--- src/rtl/stream_arb_pkg.sv ---
// Shared arbitration-mode encodings and a width helper for the stream mux.
package stream_arb_pkg;

    localparam int ARB_EXTERNAL    = 0;
    localparam int ARB_ROUND_ROBIN = 1;
    localparam int ARB_FIXED_PRIO  = 2;

    function automatic int clog2(input int value);
        int result;
        result = 0;
        while ((1 << result) < value) begin
            result = result + 1;
        end
        return result;
    endfunction

endpackage

--- src/rtl/rr_arbiter.sv ---
// Combinational rotating-priority arbiter: the first request after ptr_i wins.
// Assumes NCH is a power of two so the wrap is a plain truncation.
module rr_arbiter
    import stream_arb_pkg::*;
#(
    parameter int  NCH = 4,
    localparam int IW  = clog2(NCH)
) (
    input  logic [NCH-1:0] req_i,
    input  logic [IW-1:0]  ptr_i,
    output logic [NCH-1:0] gnt_oh_o,
    output logic [IW-1:0]  gnt_idx_o
);

    logic [IW-1:0] cand;
    logic          found;

    always_comb begin
        gnt_oh_o  = '0;
        gnt_idx_o = '0;
        found     = 1'b0;
        cand      = '0;
        for (int k = 1; k <= NCH; k++) begin
            cand = ptr_i + IW'(k);
            if (!found && req_i[cand]) begin
                found     = 1'b1;
                gnt_idx_o = cand;
            end
        end
        if (found) begin
            gnt_oh_o[gnt_idx_o] = 1'b1;
        end
    end

endmodule

--- src/rtl/stream_arb_mux.sv ---
// Registered N-to-1 stream mux with valid/ready flow control, packet locking
// and external, round-robin or fixed-priority channel arbitration.
module stream_arb_mux
    import stream_arb_pkg::*;
#(
    parameter int  BUSWIDTH = 32,
    parameter int  SELWIDTH = 2,
    parameter int  ARB_MODE = ARB_ROUND_ROBIN,
    localparam int NCH      = 2 ** SELWIDTH
) (
    input  logic                    clk,
    input  logic                    rst_n,
    input  logic [BUSWIDTH*NCH-1:0] in_data,
    input  logic [NCH-1:0]          in_valid,
    input  logic [NCH-1:0]          in_last,
    output logic [NCH-1:0]          in_ready,
    input  logic [SELWIDTH-1:0]     select,
    output logic [BUSWIDTH-1:0]     out_data,
    output logic [SELWIDTH-1:0]     out_sel,
    output logic                    out_last,
    output logic                    out_valid,
    input  logic                    out_ready
);

    logic                out_valid_q, out_valid_d;
    logic [BUSWIDTH-1:0] out_data_q, out_data_d;
    logic [SELWIDTH-1:0] out_sel_q, out_sel_d;
    logic                out_last_q, out_last_d;
    logic                locked_q, locked_d;
    logic [SELWIDTH-1:0] lock_ch_q, lock_ch_d;
    logic [SELWIDTH-1:0] rr_ptr_q, rr_ptr_d;

    logic [SELWIDTH-1:0] arb_ptr;
    logic [NCH-1:0]      arb_oh;
    logic [SELWIDTH-1:0] arb_idx;
    logic [NCH-1:0]      grant_oh;
    logic [SELWIDTH-1:0] grant;
    logic                can_load;
    logic                accept;

    // Fixed priority reuses the rotating arbiter with the pointer parked on
    // the top channel, so the search always starts at channel 0.
    assign arb_ptr = (ARB_MODE == ARB_FIXED_PRIO) ? {SELWIDTH{1'b1}} : rr_ptr_q;

    rr_arbiter #(
        .NCH (NCH)
    ) u_rr_arbiter (
        .req_i     (in_valid),
        .ptr_i     (arb_ptr),
        .gnt_oh_o  (arb_oh),
        .gnt_idx_o (arb_idx)
    );

    always_comb begin
        grant_oh = '0;
        grant    = '0;
        if (locked_q) begin
            grant              = lock_ch_q;
            grant_oh[lock_ch_q] = 1'b1;
        end else if (ARB_MODE == ARB_EXTERNAL) begin
            grant           = select;
            grant_oh[select] = 1'b1;
        end else begin
            grant    = arb_idx;
            grant_oh = arb_oh;
        end
    end

    assign can_load = !out_valid_q || out_ready;
    assign in_ready = can_load ? grant_oh : '0;
    assign accept   = can_load && in_valid[grant];

    always_comb begin
        out_valid_d = out_valid_q;
        out_data_d  = out_data_q;
        out_sel_d   = out_sel_q;
        out_last_d  = out_last_q;
        locked_d    = locked_q;
        lock_ch_d   = lock_ch_q;
        rr_ptr_d    = rr_ptr_q;
        if (accept) begin
            out_valid_d = 1'b1;
            out_data_d  = in_data[BUSWIDTH*grant +: BUSWIDTH];
            out_sel_d   = grant;
            out_last_d  = in_last[grant];
            locked_d    = !in_last[grant];
            lock_ch_d   = grant;
            if (ARB_MODE == ARB_ROUND_ROBIN) begin
                rr_ptr_d = grant;
            end
        end else if (out_ready) begin
            out_valid_d = 1'b0;
        end
    end

    always_ff @(posedge clk or negedge rst_n) begin
        if (!rst_n) begin
            out_valid_q <= 1'b0;
            out_data_q  <= '0;
            out_sel_q   <= '0;
            out_last_q  <= 1'b0;
            locked_q    <= 1'b0;
            lock_ch_q   <= '0;
            rr_ptr_q    <= {SELWIDTH{1'b1}};
        end else begin
            out_valid_q <= out_valid_d;
            out_data_q  <= out_data_d;
            out_sel_q   <= out_sel_d;
            out_last_q  <= out_last_d;
            locked_q    <= locked_d;
            lock_ch_q   <= lock_ch_d;
            rr_ptr_q    <= rr_ptr_d;
        end
    end

    assign out_valid = out_valid_q;
    assign out_data  = out_data_q;
    assign out_sel   = out_sel_q;
    assign out_last  = out_last_q;

endmodule
--- config.mk ---
export PLATFORM = sky130hd
export DESIGN_NAME = stream_arb_mux
export DESIGN_NICKNAME = d
export VERILOG_FILES = /design/src/rtl/stream_arb_pkg.sv /design/src/rtl/rr_arbiter.sv /design/src/rtl/stream_arb_mux.sv
export SDC_FILE = /design/constraint.sdc
export NUM_CORES = 1
export LEC_CHECK = 0
export BUFFER_PORTS_ARGS = -buffer_cell sky130_fd_sc_hd__buf_2
export CORE_UTILIZATION = 44
export CTS_BUF_LIST = sky130_fd_sc_hd__clkbuf_4
export CTS_CLUSTER_SIZE = 8
export DETAILED_ROUTE_END_ITERATION = 10
export PLACE_DENSITY = 0.83
export SYNTH_ARGS = -nofsm -noshare
export SYNTH_HDL_FRONTEND = slang
export SYNTH_SLANG_ARGS = --single-unit
export TNS_END_PERCENT = 30
--- constraint.sdc ---
create_clock -name clk -period 2.66 [get_ports clk]
set_input_delay 0.532 -clock clk [delete_from_list [all_inputs] [get_ports clk]]
set_output_delay 0.532 -clock clk [all_outputs]
set_load 0.005 [all_outputs]
==> impl_metrics.csv <==
group,metric,value,unit
setup_path,startpoint_type,"flop",
final_layout,final_core_util,64.66,%
floorplanning,die_w,81.44,um
yosys,ys_seq_area_share,35.24,%
timing,tightest_slew,860.3,ps
timing,skew,17.41,ps
setup_path,path_class,"reg -> out",
route,drt-initial-drc-count,117,
power,ir_drop,0.7409,mV
clocking,clock_path_buffers,2,
grt,antenna_found_initial,0,
route,antenna_left,0,
setup_path,crit_chain,"mux2i_1 > o22ai_2 > nor2_2 > nand2_1 > o22a_1 > nor2_1 > buf_2",
floorplanning,initial_utilization,46.35,%
grt,grt_overflow,0,
setup_path,crit_fanout,5,
floorplanning,pin_count,181,
setup_path,slowest_stage,"dfstp_2",
floorplanning,die-area,6632,um^2
power,p_per_area,1259,nW/um^2
job,drv_cap,0,
yosys,synth_top_flop_cell,"dfrtp_1",
yosys,netlist_area,2776,um^2
yosys,synth-seq-cells,39,
timing,slew_headroom,42.65,%
timing,max_freq,0.3988,GHz
setup_path,cp.arrival,1980,ps
route,wl_per_cell,14.23,um
clocking,cts_inserted_buffers,5,
clocking,cts_num_sinks,39,
yosys,async_reset_ff_share,100.0,%
yosys,syn-num-nets,427,
grt,grt_pass1_vias,2712,
placement,port_buffers,178,
final_layout,layout-drive-gt1-share,49.56,%
floorplanning,core_area,5991,um^2
timing,finalSetupViolCount,0,
clocking,h-tree-depth,2,
yosys,ys_types,36,
setup_path,slowest_delay,600,ps
grt,grt_pass1_wl,11470,um
final_layout,final_cell_mix,"buf_2, nand3_1, mux2i_1, dfrtp_1, o211ai_1",
placement,place_area,3805,um^2
timing,hold_viol,0,
clocking,insertion_delay,350,ps
yosys,synth_area_per_cell,9.708,um^2
grt,grt_use_total,22.54,%
floorplanning,rows,28,
final_layout,final_common_cell,"buf_2",
route,vias,2914,
route,wirelength,7586,um
grt,grt_max_degree,58,
clocking,clk_pin_slew_worst_paths,130,ps
route,drtPass1Iterations,5,
final_layout,final_cell_area,3874,um^2
yosys,netlist_instances,286,
clocking,clock-root-buffer,"clkbuf_4",
final_layout,antenna_cells,0,
setup_path,required,2130,ps
setup_path,end_kind,"output pin",
setup_path,path_buf_inv,1,
route,drc,0,
floorplanning,die_h,81.44,um
route,viasPerCell,5.467,
timing,period_needed,2508,ps
placement,dp_hpwl,5833,um
timing,period_share,94.27,%
clocking,cts_hold_buf,0,
final_layout,nNetsFinal,598,
placement,gp_congestion,0.8921,
hold_path,hold_path_class,"in -> async",
yosys,yosys_warnings,0,
timing,maxSlewViolCount,0,
final_layout,area_delta_synth_final,39.52,%
power,p_leak,0.001892,uW
clocking,cts_tree,"yes",
setup_path,critPathTopFamily,"flip-flops",
yosys,synth_edf_count,0,
outcome,status,"finished clean",
[cell families (layout without fill, tap and decap cells)]
| group | after synthesis | count (layout) | synth area share, % |
|---|---|---|---|
| and+or+nand+nor | 90 | 90 | 16.27 |
| AOI/OAI and AO/OA | 54 | 54 | 15.82 |
| buffers and inverters | 32 | 204 | 5.589 |
| DFF | 39 | 39 | 35.24 |
| muxes | 71 | 71 | 27.08 |
[layout make-up]
cell class,count,area (um^2)
clock buffers,6,45.04
fillers,523,2117
repair buffers,191,1051
clock inverters,2,12.51
multi-input cells,215,1674
flip-flops and latches,39,978.4
well taps,75,93.84
inverters,5,18.77
[Yosys cell counts, drive strengths merged (2+ instances only)]
cell type | number | area share [%]
o21a | 2 | 0.54
nand2 | 7 | 0.95
inv | 5 | 0.68
o21ai | 2 | 0.36
o22a | 2 | 0.63
o211ai | 33 | 8.9
buf | 20 | 4.0
nor2 | 6 | 0.81
mux2i | 38 | 14
o31ai | 3 | 1.5
mux2 | 33 | 13
nor3 | 2 | 0.36
nand3 | 68 | 12
nand2b | 4 | 0.90
clkbuf | 7 | 0.95
dfrtp | 37 | 33
a21oi | 4 | 0.86
dfstp | 2 | 1.9
[worst paths after layout]
check | endpoint | slack [ps] | depth (start not counted) | from
min | out_data[31]$_DFFE_PN0P_ | 270 | 1 | rst_n
max reg2reg | out_data[5]$_DFFE_PN0P_ | 210 | 7 | arb_ptr[1]$_DFFE_PN1P_
min reg2reg | out_data[27]$_DFFE_PN0P_ | 500 | 1 | out_data[27]$_DFFE_PN0P_
min in group clk | out_data[27]$_DFFE_PN0P_ | 500 | 1 | out_data[27]$_DFFE_PN0P_
max | in_ready[0] | 150 | 7 | arb_ptr[1]$_DFFE_PN1P_
max in group asynchronous | out_data[8]$_DFFE_PN0P_ | 1830 | 1 | rst_n
[stage by stage]
step           cells  setup WS, ps  total power (uW)  hold WS, ps  TNS (ps)
4_1_cts          533         109.0              4938        309.3         0
2_1_floorplan    286         382.5              3542        236.4         0
3_3_place_gp     525         56.35              4477        462.3         0
3_5_place_dp     525        -18.10              4608        470.5    -94.03
6_report         533         152.3              4875        266.1         0
5_1_grt          533        -4.584              5297        332.2    -4.584
[sequential cells by signal, summed over array words and instances (netlist names)]
signal	count
out_last	1
locked_q	1
lock_ch_q	2
arb_ptr	2
out_data	32
out_valid	1
[power breakdown]
part,switching (uW),total (uW),internal [uW]
Sequential,199,1130,930
Clock,197,310,113
Combinational,1710,3440,1720
[what timing repair did]
item,CTS,global route
setup buffers,0,0
resized for setup,1,2
endpoints found under the setup margin,1,25
[metal layers]
layer	up-vias	routed length, um	global-route usage [%]
li1	1423	-	-
met4	0	121	7.500
met3	11	667	5.556
met5	-	0	0
met1	1330	2830	22.72
met2	150	3968	44.33
[worst register-to-register path, cell delays in order, from the launching register on]
cell,delay [ps]
dfstp_2,600
mux2i_1,240
o22ai_2,180
o31ai_4,220
mux2i_1,180
o31ai_4,360
buf_12,220
mux2_2,350
No activity file was read; power rests on OpenSTA's default activity.
